### src/rtl/read_mem_pkg.sv
// Shared types and default widths for the input-memory read/write controllers.
package read_mem_pkg;

  localparam int ADD_SIZE_DEF  = 12;
  localparam int DATA_SIZE_DEF = 108;
  localparam int LAT_CNT_W     = 3;

  typedef enum logic [1:0] {
    IDLE,
    ISSUE,
    WAIT,
    RESP
  } state_t;

endpackage

### src/rtl/read_mem_controller_resp_buffer.sv
// read_resp_buffer: holds the captured read word and its valid flag until the consumer takes it.
// With READ_RANGE_CHECK_EN defined it also carries the out-of-range error flag.
module read_resp_buffer
  import read_mem_pkg::*;
#(
  parameter int DATA_SIZE = DATA_SIZE_DEF
) (
  input  logic                 clk,
  input  logic                 rst,
  input  logic                 load,
  input  logic [DATA_SIZE-1:0] load_data,
`ifdef READ_RANGE_CHECK_EN
  input  logic                 load_err,
  output logic                 out_err,
`endif
  input  logic                 data_ready,
  output logic [DATA_SIZE-1:0] data_out,
  output logic                 out_valid
);

  logic [DATA_SIZE-1:0] data_p0;
  logic                 vld_p0;
`ifdef READ_RANGE_CHECK_EN
  logic                 err_p0;
`endif

  // Capture stage: data is kept after the handshake, only valid/err clear.
  always_ff @(posedge clk or negedge rst) begin
    if (!rst) begin
      data_p0 <= '0;
      vld_p0  <= 1'b0;
`ifdef READ_RANGE_CHECK_EN
      err_p0  <= 1'b0;
`endif
    end else if (load) begin
      data_p0 <= load_data;
      vld_p0  <= 1'b1;
`ifdef READ_RANGE_CHECK_EN
      err_p0  <= load_err;
`endif
    end else if (vld_p0 && data_ready) begin
      vld_p0  <= 1'b0;
`ifdef READ_RANGE_CHECK_EN
      err_p0  <= 1'b0;
`endif
    end
  end

  assign data_out  = data_p0;
  assign out_valid = vld_p0;
`ifdef READ_RANGE_CHECK_EN
  assign out_err   = err_p0;
`endif

endmodule

### src/rtl/read_mem_controller.sv
// Read controller for the input memory: one request in flight, fixed-latency read, held response.
// Optional READ_RANGE_CHECK_EN adds out_err and answers out-of-range addresses without a memory access.
module read_mem_controller
  import read_mem_pkg::*;
#(
  parameter int ADD_SIZE     = ADD_SIZE_DEF,
  parameter int DATA_SIZE    = DATA_SIZE_DEF,
  parameter int READ_LATENCY = 1,
  parameter int MEM_DEPTH    = 4096
) (
  input  logic                 clk,
  input  logic                 rst,
  input  logic                 read_en,
  input  logic                 in_valid,
  input  logic [ADD_SIZE-1:0]  address_in,
  output logic                 out_ready,
  output logic                 read_en_out,
  output logic [ADD_SIZE-1:0]  address_out,
  input  logic [DATA_SIZE-1:0] mem_data_in,
  output logic [DATA_SIZE-1:0] dataOut,
  output logic                 out_valid,
`ifdef READ_RANGE_CHECK_EN
  output logic                 out_err,
`endif
  input  logic                 data_ready
);

  if (READ_LATENCY < 1 || READ_LATENCY > 7 || MEM_DEPTH < 1) begin : g_bad_param
    $error("read_mem_controller: READ_LATENCY must be 1..7 and MEM_DEPTH positive");
  end

  state_t               state_q, state_d;
  logic [LAT_CNT_W-1:0] cnt_q, cnt_d;
  logic [ADD_SIZE-1:0]  addr_q, addr_d;
  logic                 accept;
  logic                 load;
  logic [DATA_SIZE-1:0] load_data;
`ifdef READ_RANGE_CHECK_EN
  logic                 load_err;
  logic                 addr_bad;

  assign addr_bad = (32'(address_in) >= 32'(MEM_DEPTH));
`endif

  assign out_ready   = rst && (state_q == IDLE);
  assign read_en_out = (state_q == ISSUE);
  assign address_out = addr_q;
  assign accept      = in_valid && read_en && out_ready;

  always_ff @(posedge clk or negedge rst) begin
    if (!rst) begin
      state_q <= IDLE;
      cnt_q   <= '0;
      addr_q  <= '0;
    end else begin
      state_q <= state_d;
      cnt_q   <= cnt_d;
      addr_q  <= addr_d;
    end
  end

  always_comb begin
    state_d   = state_q;
    cnt_d     = cnt_q;
    addr_d    = addr_q;
    load      = 1'b0;
    load_data = mem_data_in;
`ifdef READ_RANGE_CHECK_EN
    load_err  = 1'b0;
`endif
    case (state_q)
      IDLE: begin
        if (accept) begin
          addr_d = address_in;
`ifdef READ_RANGE_CHECK_EN
          if (addr_bad) begin
            load      = 1'b1;
            load_data = '0;
            load_err  = 1'b1;
            state_d   = RESP;
          end else
`endif
          state_d = ISSUE;
        end
      end
      ISSUE: begin
        cnt_d   = LAT_CNT_W'(READ_LATENCY);
        state_d = WAIT;
      end
      WAIT: begin
        // The edge where the counter would hit zero is the one where memory data is valid.
        if (cnt_q <= LAT_CNT_W'(1)) begin
          cnt_d   = '0;
          load    = 1'b1;
          state_d = RESP;
        end else begin
          cnt_d = cnt_q - LAT_CNT_W'(1);
        end
      end
      RESP: begin
        if (out_valid && data_ready) state_d = IDLE;
      end
      default: state_d = IDLE;
    endcase
  end

  read_resp_buffer #(
    .DATA_SIZE (DATA_SIZE)
  ) u_resp_buffer (
    .clk        (clk),
    .rst        (rst),
    .load       (load),
    .load_data  (load_data),
`ifdef READ_RANGE_CHECK_EN
    .load_err   (load_err),
    .out_err    (out_err),
`endif
    .data_ready (data_ready),
    .data_out   (dataOut),
    .out_valid  (out_valid)
  );

endmodule
### config.mk
export PLATFORM = sky130hd
export DESIGN_NAME = read_mem_controller
export DESIGN_NICKNAME = d
export VERILOG_FILES = /design/src/rtl/read_mem_pkg.sv /design/src/rtl/read_mem_controller_resp_buffer.sv /design/src/rtl/read_mem_controller.sv
export SDC_FILE = /design/constraint.sdc
export NUM_CORES = 1
export LEC_CHECK = 0
export ABC_AREA = 1
export CORE_ASPECT_RATIO = 0.9
export CORE_MARGIN = 2
export CORE_UTILIZATION = 35
export CTS_CLUSTER_DIAMETER = 100
export DETAILED_ROUTE_END_ITERATION = 12
export PLACE_DENSITY = 0.75
export SETUP_SLACK_MARGIN = 0.1
export SYNTH_ARGS = -nofsm -noshare
export SYNTH_HDL_FRONTEND = slang
export SYNTH_SLANG_ARGS = --single-unit
### constraint.sdc
create_clock -name clk -period 1.4 [get_ports clk]
set_input_delay 0.28 -clock clk [delete_from_list [all_inputs] [get_ports clk]]
set_output_delay 0.28 -clock clk [all_outputs]
set_load 0.02 [all_outputs]
# Word level (Yosys, flattened, before mapping)
# Index checks and enable logic that the tools add are counted.
# totals
ff_bits,126
output_inout_bits,123
# op_classes
eq_ne,6
muxes,10
addsub,1
n_lt_le_gt_ge,1
n_reduce_logical,9
# op_table
operator,count
2-bit one-hot mux with 4 select lines,1
2-bit two-way mux,3
"2-bit != test, second input constant",3
3-bit one-hot mux with 2 select lines,1
"2-bit == test, second input constant",2
1-bit logical AND,4
1-bit two-way mux,4
2-bit nonzero test,2
"3-bit by 1-bit <= comparator with 1-bit output, second input constant",1
3-bit two-way mux,1
3-bit AND reduction,1
"3-bit by 1-bit subtractor with 3-bit output, second input constant",1
"2-bit by 1-bit == test with 1-bit output, second input constant",1
2-bit zero test,1
2-bit AND reduction,1

# Longest topological paths before layout
# Gate-level depths: netlist of the first run.
# logic_depth
word_depth,5
depth_mapped,10
ltp_nobuf,8

# Cells and area by module
# A second synthesis of the first run with hierarchy kept.
# unflattened
cells_unflattened,561
area_unflattened_um2,4953.5
# by_module_without_submodules
mod,seq_area_each_um2,cells_per_inst,area_each_um2,instances
read_resp_buffer,2727.6,460,4098.9,1
read_mem_controller,425.4,101,854.6,1

# Worst setup path before layout of the first run
# No wires, ideal clock.
# synth_path
kind,flip-flop to output port
start,register state_q[0]
end,output out_ready
t_arrival_ns,1.110
stages_incl_launch_ff,6
setup_slack_ns,0.010
cell_sequence,dfrtp_1 inv_1 ha_1 nand2_1 clkbuf_1 inv_1
# synth_via
elab_chain_len,2
# synth_lines
item,line,source
start: declaration,read_mem_controller.sv:32,"state_t state_q, state_d;"
start signal: assignment,read_mem_controller.sv:56,state_q <= state_d;
2-bit zero test,read_mem_controller.sv:45,assign out_ready = rst && (state_q == IDLE);
1-bit logical AND,read_mem_controller.sv:45,
end: declaration,read_mem_controller.sv:16,"output logic out_ready,"
# No other way between the ends.

# Worst setup path after layout of the first run
# layout_path
start,register state_q[0]
end,register u_resp_buffer.data_p0[48] (netlist: u_resp_buffer.data_out[48])
# layout_via
elab_chain_len,2
# layout_lines
item,line,source
2-bit == test,read_mem_controller.sv:71,case (state_q)
1-bit two-way mux,read_mem_controller.sv:71,
end signal: assignment,read_mem_controller_resp_buffer.sv:36,data_p0 <= load_data;
end: declaration,read_mem_controller_resp_buffer.sv:21,logic [DATA_SIZE-1:0] data_p0;
# No other way between the ends.
# A chain may end at the register's enable or synchronous reset.

==> summary.txt, run 1 <==
Routing
  – Wirelength, routed: 16420 µm
  – WL per Instance: 15.57 µm
  – Detail Route Antenna Nets: 0
  – DR iter-0 viols: 176
  – First-pass DRT Iterations: 4
  – DRC viols: 0
  – Routed via count: 4717
  – Vias per cell: 4.471

Pwr
  – PD cells: 2623 nW/µm²
  – Peak supply drop: 1.136 mV
  – Tot Pwr: 22.95 mW
  – Leak: 4.544 nW

Min path
  – Worst min path class: input port to asynchronous set/reset pin

Floorplanning
  – Initial Utilization: 35.53%
  – Die Wd: 129.5 µm
  – Core Region: 13950 µm²
  – DIE AREA: 15130 µm²
  – Height of the die: 116.9 µm
  – Ports: 248
  – FP Rows: 41

Clock network
  – Clock root cell: clkbuf_16
  – Worst-Skew Late Latency: 0.41 ns
  – CTS tree: yes
  – CTS H-Tree Depth: 4
  – Clock-pin transition on the worst setup and hold timing paths: 0.05 ns
  – Clock buffer count from CTS: 17
  – Max clock buf depth: 2
  – Hold buffer count at cts: 0
  – Clock sinks: 126

STA
  – Slew Limit Fails: 0
  – Fin Hold WS: 0.1516 ns
  – Setup clock skew after layout: 0.007080 ns
  – Fmax: 651.5 MHz
  – Post-route worst setup slack: -0.1349 ns
  – Setup TNS Final: -11.86 ns
  – Setup Viol. Count Final: 112
  – Worst slew margin: 55.82%
  – Hold Vio Cnt, Final: 0
  – RSZ-0062 raised after global routing: yes
  – Min cycle time layout: 1.535 ns
  – Tcrit/Tclk final: 109.6%
  – Least-Margin Pin Slew: 0.6628 ns

Synth
  – #FFs+latches synth: 126
  – Sequential fraction of the synthesis area: 63.60%
  – Synth Cell Area: 4957 µm²
  – Syn. warnings: 0
  – Mapped Cells: 560
  – Unique masters post-synth: 17
  – Syn_nets: 691
  – Syn Area/Cell: 8.852 µm²

Global route
  – Vias in the first global route: 4553
  – Remaining Overflow, GRT: 0
  – Antenna violations before repair: 0
  – Pin count of the biggest net entering global routing: 127
  – First-pass GRT wire length: 23160 µm
  – GRT Util Overall: 20.15%

Worst setup path
  – Reg2reg start: state_q[0]
  – Arr. time, crit path: 1.83 ns
  – R2R Setup Slk: -0.13 ns
  – CP peak stage delay: 0.38 ns
  – Crit-path cells: inv_2, buf_4, buf_6, ha_4, nand2_8, buf_12, clkbuf_16, nand2_1, nand2_1
  – Slowest CP cell: dfrtp_1
  – CP max FO: 7
  – CP required: 1.70 ns
  – Worst Setup SP: state_q[0]
  – End of the worst register-to-register path: u_resp_buffer.data_out[48]
  – Worst R2R Path Depth: 9
  – CP startpoint kind: register
  – Crit path kind: register to register
  – Critical Path Most Common Cell: nand2_1
  – Critical Path End Type: register

Layout
  – Antenna Cells: 0
  – Fill count: 1210
  – Finished Layout Cells: 1055
  – Final core utilization: 62.72%
  – Register area: 3153 µm²
  – Layout area overhead: 76.55%
  – Final #Nets: 980
  – Proportion of layout cells with a drive suffix above 1: 36.08%
  – Multi-input gate area: 1966 µm²

Placed design
  – RePlAce Congestion: 0.7468
  – # port buffers: 247
  – Placed Instances: 994
  – Dpl hpwl: 9478 µm

Status
  – Status: finished with violations
  – Failing checks: setup timing

Job
  – Max cap viols: 0
## worst max-delay path: cells and delay by family, from the launching register on
| family | cells | cell delay [ns] |
|---|---|---|
| buffers and inverters | 5 | 0.62 |
| adder cells (fa/ha/maj) | 1 | 0.17 |
| flip-flops | 1 | 0.38 |
| AND/OR/NAND/NOR | 3 | 0.24 |
## layout by cell type (no fill, tap or decap)
cell             synthesis  layout
nand2_1                354     275
inv_1                   10       5
o21ai_1                  0       1
a21oi_1                  2       1
a21oi_2                  0       1
inv_2                    0       5
nand2_4                  0      12
ha_1                     6       2
xor2_1                   1       1
clkbuf_8                 0       6
buf_6                    4      12
buf_16                   0      10
nor2_1                   4       2
inv_6                    0       1
nand4_1                  2       2
dfrtp_1                126     126
nor2_4                   0       2
clkbuf_16                0      25
clkinv_2                 0       3
nand2_8                  0       1
nand3_4                  0       1
ha_4                     0       4
clkinvlp_4               0       5
buf_12                   0       9
or2_2                    1       1
buf_2                   17     120
buf_4                    2      11
o21ai_0                 15      13
nand3_2                  0       1
nand2_2                 10      76
inv_16                   0       1
o21ai_2                  0       1
clkdlybuf4s50_1          0     123
bufinv_16                0       1
buf_8                    0       2
## metal layers
metal	wire [µm]	up-vias	share of wire, %	track usage, %
met5	0	-	0	0
met4	269	0	1.6	8.602
met3	1296	22	7.9	7.318
met2	8004	184	49	32.53
met1	6852	2230	42	24.61
li1	-	2281	-	-
## synthesized netlist by cell type, drive strengths merged
master / instances / share of area, %
xor2: 1 / 0.18
ha: 6 / 1.5
nand2: 364 / 28
nand3: 2 / 0.20
buf: 23 / 2.9
nor2: 4 / 0.30
nand4: 2 / 0.25
o21ai: 15 / 1.5
clkbuf: 3 / 0.23
or2: 1 / 0.13
a21oi: 2 / 0.20
inv: 11 / 0.88
dfrtp: 126 / 64
## how the worst max path moves through the flow
stage,endpoint
after floorplan,u_resp_buffer.data_out[61]
after global placement,out_ready
after detailed placement,out_ready
after CTS,out_ready
after global routing,u_resp_buffer.data_out[90]
final,u_resp_buffer.data_out[48]
## area by class of cell
class	instances	share of cell area, %
repair buffers	295	31.25
clock buffers	23	5.804
well taps	193	2.759
flip-flops and latches	126	36.03
multi-input cells	397	22.46
repair inverters	1	0.1001
clock inverters	9	0.9435
inverters	11	0.6576
## registers in the layout, indices dropped and copies added (netlist names)
signal,flops
state_q,2
u_resp_buffer.out_valid,1
u_resp_buffer.data_out,108
address_out,12
cnt_q,3
## cells by family (layout without fill, tap and decap cells)
| group | after synthesis | in the layout | share of synthesized area (%) |
|---|---|---|---|
| adders and majority gates | 6 | 6 | 1.514 |
| AOI/OAI and AO/OA | 17 | 17 | 1.716 |
| DFF | 126 | 126 | 63.60 |
| xor gates and xnor gates | 1 | 1 | 0.1767 |
| and+or+nand+nor | 373 | 373 | 28.95 |
| buffers and inverters | 37 | 339 | 4.038 |
## metrics by stage
stage	cell area, µm²	worst slack, ns
finish	8752	-0.1349
global route	8752	-0.1885
CTS	8257	-0.1279
detailed placement	7775	-0.2650
global placement	7775	-0.2361
floorplan	4987	0.06587
## power by group
group	switching, mW	total, mW	internal (mW)
Clock	1.57	4.28	2.71
Combinational	6.91	12.1	5.22
Sequential	1.09	6.55	5.46
## timing repair
action | CTS | global route
cloned | 10 | 9
buffers inserted | 10 | 1
resized for setup | 544 | 104
pin swaps | 8 | 14
setup endpoints to repair | 245 | 128
endpoints found under the hold margin | 0 | 0
Power figures use the tool's default switching activity.
==> inputs of run 2 (changes only) <==
CTS_CLUSTER_SIZE = 12   (was unset)
SKIP_CTS_REPAIR_TIMING = 1   (was unset)
==> summary.txt, run 2 (synthesized netlist as in run 1, its figures left out) <==
Layout
  – Max FFs per register: 108
  – Layout area overhead: 72.36%
  – Proportion of layout cells with a drive suffix above 1: 30.77%
  – Register area: 3153 µm²
  – Multi-input gate area: 1847 µm²
  – Final #Nets: 976
  – Commonest cells after routing, fill and taps aside: 312 x nand2_1, 126 x dfrtp_1, 123 x clkdlybuf4s50_1, 112 x clkbuf_2, 45 x nand2_2
  – Fill count: 1227
  – Most common cell after layout, fill and taps aside: nand2_1
  – Antenna Cells: 0
  – Cell area after layout: 8544 µm²

Worst setup path
  – Arr. time, crit path: 1.86 ns
  – CP max FO: 6
  – Crit-path cells: inv_2, buf_4, buf_6, ha_4, nand2_8, buf_12, inv_8, clkbuf_16, nand2_2, nand2_1
  – Crit path kind: register to register
  – CP startpoint kind: register
  – Critical Path End Type: register
  – Bufs and invs on worst path: 6
  – CP required: 1.69 ns
  – CP peak stage delay: 0.37 ns
  – Slowest CP cell: dfrtp_1
  – Critical path's top delay family: buffers and inverters

Routing
  – DRC viols: 0
  – Detail Route Antenna Nets: 0
  – WL per Instance: 15.14 µm
  – Wirelength, routed: 15920 µm
  – DR iter-0 viols: 170
  – First-pass DRT Iterations: 4
  – Vias per cell: 4.427
  – Routed via count: 4653

Placed design
  – RePlAce Congestion: 0.7468
  – Dpl hpwl: 9478 µm
  – DP Area: 7775 µm²
  – # port buffers: 247

STA
  – Slew Limit Fails: 0
  – Hold Vio Cnt, Final: 0
  – Fmax: 638.3 MHz
  – Tcrit/Tclk final: 111.9%
  – Least-Margin Pin Slew: 0.7244 ns
  – Setup clock skew after layout: 0.004547 ns
  – Fin Hold WS: 0.1129 ns
  – Min cycle time layout: 1.567 ns
  – Post-route worst setup slack: -0.1666 ns
  – Worst slew margin: 51.70%
  – Setup Viol. Count Final: 123
  – RSZ-0062 raised after global routing: yes

Min path
  – Worst min path class: input port to asynchronous set/reset pin

Global route
  – Antenna violations before repair: 0
  – Pin count of the biggest net entering global routing: 127
  – Vias in the first global route: 4242
  – First-pass GRT wire length: 20810 µm
  – Remaining Overflow, GRT: 0
  – GRT Util Overall: 17.83%

Pwr
  – Clock share of power: 19.5%
  – Internal power: 12.80 mW
  – Leak: 4.522 nW
  – Sw frac: 41.72%
  – Combinational share of power: 51.1%
  – Reg power frac: 29.4%
  – Peak supply drop: 1.204 mV
  – Sw Pwr: 9.161 mW
  – PD cells: 2570 nW/µm²

Floorplanning
  – FP Rows: 41
  – Ports: 248
  – DIE AREA: 15130 µm²
  – Initial Utilization: 35.53%
  – Height of the die: 116.9 µm
  – Core Region: 13950 µm²
  – Die Wd: 129.5 µm

Status
  – Failing checks: setup timing
  – Status: finished with violations

Clock network
  – CTS tree: yes
  – Clock sinks: 126
  – Clock-pin transition on the worst setup and hold timing paths: 0.05 ns
  – Clock buffer count from CTS: 17
  – Max clock buf depth: 2
  – Worst-Skew Late Latency: 0.41 ns
  – CTS H-Tree Depth: 4
  – Clock root cell: clkbuf_16

Job
  – Max cap viols: 0
run 2: cell count changes in the layout (fill, tap and decap cells not counted), moves of 6 or more:
cell / before / now
nand2_2: 76 / 45
clkbuf_2: 0 / 112
dlymetal6s2s_1: 0 / 6
buf_2: 120 / 2
nand2_1: 275 / 312
buf_16: 10 / 3
nand2_4: 12 / 6
run 2: per-layer routing:
layer  part of all wire, %  vias up  global-route usage [%]  wire, µm
li1                      -     2270                       -         -
met1                    42     2194                   21.65      6665
met2                    49      172                   28.49      7747
met3                   8.1       17                   7.273      1283
met4                   1.4        0                   7.312       219
met5                     0        -                       0         0
run 2: worst paths after layout:
| kind | to | startpoint | cells after the start | slack (ns) |
|---|---|---|---|---|
| max | u_resp_buffer.data_out[82] | state_q[0] | 10 | -0.17 |
| min | state_q[1] | rst | 3 | 0.11 |
| min reg2reg | u_resp_buffer.data_out[50] | u_resp_buffer.data_out[50] | 2 | 0.47 |
| max in group asynchronous | u_resp_buffer.data_out[69] | rst | 3 | 0.69 |
| max reg2reg | u_resp_buffer.data_out[82] | state_q[0] | 10 | -0.17 |
| min in group clk | u_resp_buffer.data_out[83] | mem_data_in[83] | 3 | 0.40 |
run 2: final cells by class:
| class | instances | share of cell area [%] |
|---|---|---|
| flip-flops and latches | 126 | 36.90 |
| repair buffers | 291 | 30.94 |
| multi-input cells | 397 | 21.61 |
| clock buffers | 23 | 5.945 |
| well taps | 193 | 2.826 |
| clock inverters | 9 | 0.9665 |
| inverters | 11 | 0.6736 |
| repair inverters | 1 | 0.1318 |
run 2: stage by stage:
| stage | power [mW] | TNS [ns] | worst slack [ns] | util (%) | cells |
|---|---|---|---|---|---|
| 2_1_floorplan | 11.88 | 0 | 0.06587 | - | 560 |
| 4_1_cts | 21.46 | -40.96 | -0.7193 | 59.95 | 1026 |
| 3_3_place_gp | 16.87 | -3.388 | -0.2361 | 55.72 | 994 |
| 3_5_place_dp | 17.07 | -6.106 | -0.2650 | 55.72 | 994 |
| 5_1_grt | 23.35 | -17.07 | -0.2211 | 61.24 | 1051 |
| 6_report | 21.96 | -9.716 | -0.1666 | 61.24 | 1051 |
run 2: power by group through the flow:
stage          Clock (mW)  Combinational, mW  Sequential, mW
2_1_floorplan           0               3.37            8.50
3_3_place_gp            0               10.5            6.36
3_5_place_dp            0               10.7            6.41
4_1_cts              4.37               10.7            6.40
5_1_grt              4.52               12.2            6.65
6_report             4.28               11.2            6.46
run 2: worst min-delay path, cell delays in order:
cell	delay, ns
buf_4	0.13
buf_4	0.13
buf_12	0.46
==> edit: new RTL, config.mk and constraints of run 1 <==
Take the reset off `addr_q` and load it in a clocked block of its own.
--- a/src/rtl/read_mem_controller.sv
+++ b/src/rtl/read_mem_controller.sv
@@ -51,12 +51,14 @@
     if (!rst) begin
       state_q <= IDLE;
       cnt_q   <= '0;
-      addr_q  <= '0;
     end else begin
       state_q <= state_d;
       cnt_q   <= cnt_d;
-      addr_q  <= addr_d;
     end
+  end
+
+  always_ff @(posedge clk) begin
+    addr_q <= addr_d;
   end
 
   always_comb begin
Function: differs if rst is asserted again (counterexample within 4 cycles, from zero or initial values and one cycle with rst low); with rst held inactive, the same outputs for 10 cycles.
==> edit against run 1 <==
The flow still finishes with violations (setup timing). Die area fell by 2.0%. Cell area rose by 6.5%. Worst setup slack got worse by 0.0087 ns. Power rose by 5.0%. Sequential cell count did not move. Area after synthesis fell by 2.0%. Wire length rose by 12%. Critical path type unchanged. Critical endpoint is now u_resp_buffer.data_out[54]$_DFFE_PN0P_.
==> edit: results (changes against run 1) <==
metric,value,unit,change
share of layout cells above drive strength 1,49.7,%,+14 points
Port Buffers,247,,unchanged
sequential element share of the synthesized area,66.2,%,+2.6 points
failing checks,setup timing,,
number of fill cells,957,,-21%
count of final setup violators,110,,-1.8%
Post-synth top cells,"nand2_1 (330), dfrtp_1 (114), buf_2 (17)",,
vias in the first global route,4880,,+7.2%
max reg flops,108,,unchanged
clk buf depth,2,,unchanged
placed cells,927,,-6.7%
H-Tree Depth,4,,unchanged
TritonRoute pass-1 iters,5,,+1
RR Endpoint,u_resp_buffer.data_out[54]$_DFFE_PN0P_,,
vias,4741,,+0.51%
CTS Root Cell,clkbuf_16,,
Synthesis Warnings,0,,unchanged
ys flop type,dfrtp_1,,
Syn Inst Count,521,,-7.0%
hold_ws,0.0464,ns,-0.105 ns
post-DR wirelength/cell,18.2,um,+17%
HP Class,in -> async,,
Place WS,-0.222,ns,+0.0428 ns
Setup Skew,0.0118,ns,+0.00476 ns
nets,955,,-2.6%
CP max FO,8,,+1
DRT iter0 DRCs,225,,+28%
total CTS buffers,17,,unchanged
syn_nets,652,,-5.6%
status,finished with violations,,
clk_lat worst skew,0.41,ns,about the same
row cnt,40,,-2.4%
largest net degree at the start of global routing,115,,-9.4%
"FFs w/ async S/R, synth",90.5,%,-9.5 points
Placer Congestion,0.787,,+5.4%
worst setup margin,-0.144,ns,-0.00869 ns
DP HPWL,9860,um,+4.0%
Clock Pin Slew Worst Setup and Hold Paths,0.05,ns,about the same
worst path arrival time,1.83,ns,about the same
Leak,4.88,nW,+7.3%
initial antenna violation count,0,,unchanged
Syn Std Cell Area,4860,um^2,-2.0%
worst relative slew slack,56.0,%,+0.16 points
gr usage total,23.4,%,+3.3 points
synth top area cells,"dfrtp_1 (59%), nand2_1 (26%), edfxtp_1 (7.4%)",,
Netlist cell types,17,,unchanged
number of synthesized flops with an enable pin,12,,+12
Peak supply drop,0.00132,V,+17%
first-pass GRT wire length,26000,um,+12%
Post-Route WL,18300,um,+12%
R2R cell count,9,,unchanged
# diodes,0,,unchanged
edit: critical path: stages (launching register included):
cell	delay [ns]
dfrtp_1	0.40
inv_2	0.10
buf_4	0.12
ha_4	0.16
nand2_8	0.10
buf_12	0.16
buf_12	0.12
buf_16	0.14
nand2_1	0.06
nand2_1	0.06
edit: how the worst max path moves through the flow:
stage                                                        end  cells past startpoint                    from
after floorplan           u_resp_buffer.data_out[61]$_DFFE_PN0P_                      8  state_q[0]$_DFFE_PN0P_
after global placement                                 out_ready                      5  state_q[0]$_DFFE_PN0P_
after detailed placement                               out_ready                      5  state_q[0]$_DFFE_PN0P_
after CTS                                            read_en_out                      4  state_q[1]$_DFFE_PN0P_
after global routing      u_resp_buffer.data_out[54]$_DFFE_PN0P_                      9  state_q[0]$_DFFE_PN0P_
final                     u_resp_buffer.data_out[54]$_DFFE_PN0P_                      9  state_q[0]$_DFFE_PN0P_
edit: timing repair:
item / in CTS / in global routing
gates cloned: 22 / 4
pin swaps: 7 / 44
endpoints found under the setup margin: 245 / 128
gates resized for setup: 599 / 220
buffers inserted: 19 / 14
edit: power by group:
| part | internal [mW] | leakage [nW] | switching, mW |
|---|---|---|---|
| logic | 5.91 | 3.08 | 7.53 |
| registers | 5.36 | 1.52 | 1.05 |
| clock network | 2.75 | 0.278 | 1.49 |
| total | 14.0 | 4.88 | 10.1 |
edit: cell type report:
class | instances | area, um^2 | share of cell area (%)
clock buffers | 26 | 489 | 5.25
well taps | 168 | 210 | 2.25
repair inverters | 1 | 16.3 | 0.174
inverters | 11 | 53.8 | 0.577
flip-flops and latches | 126 | 3210 | 34.5
multi-input cells | 361 | 2300 | 24.7
clock inverters | 6 | 82.6 | 0.886
repair buffers | 306 | 2960 | 31.7
edit: kinds of logic after synthesis:
logic type | Yosys count | share of synthesized area, %
compound gates | 5 | 0.515
xor+xnor | 1 | 0.180
fa+ha+maj | 6 | 1.55
buf+inv | 34 | 3.89
flops | 126 | 66.2
simple gates | 349 | 27.7
edit: through the flow:
stage	setup TNS [ns]	cell area, um^2
after floorplan	0	4890
after global placement	-3.25	7600
after CTS	-5.59	8680
after detailed placement	-7.37	7600
final	-6.24	9330
after global routing	-11.49	9330
edit: layer usage:
layer  vias to the layer above  GRT usage [%]  wire length, um
li1                       2205              -                -
met1                      2295           29.1             7570
met2                       212           39.5             9290
met3                        29           7.11             1080
met4                         0           7.91              388
met5                         -              0                0
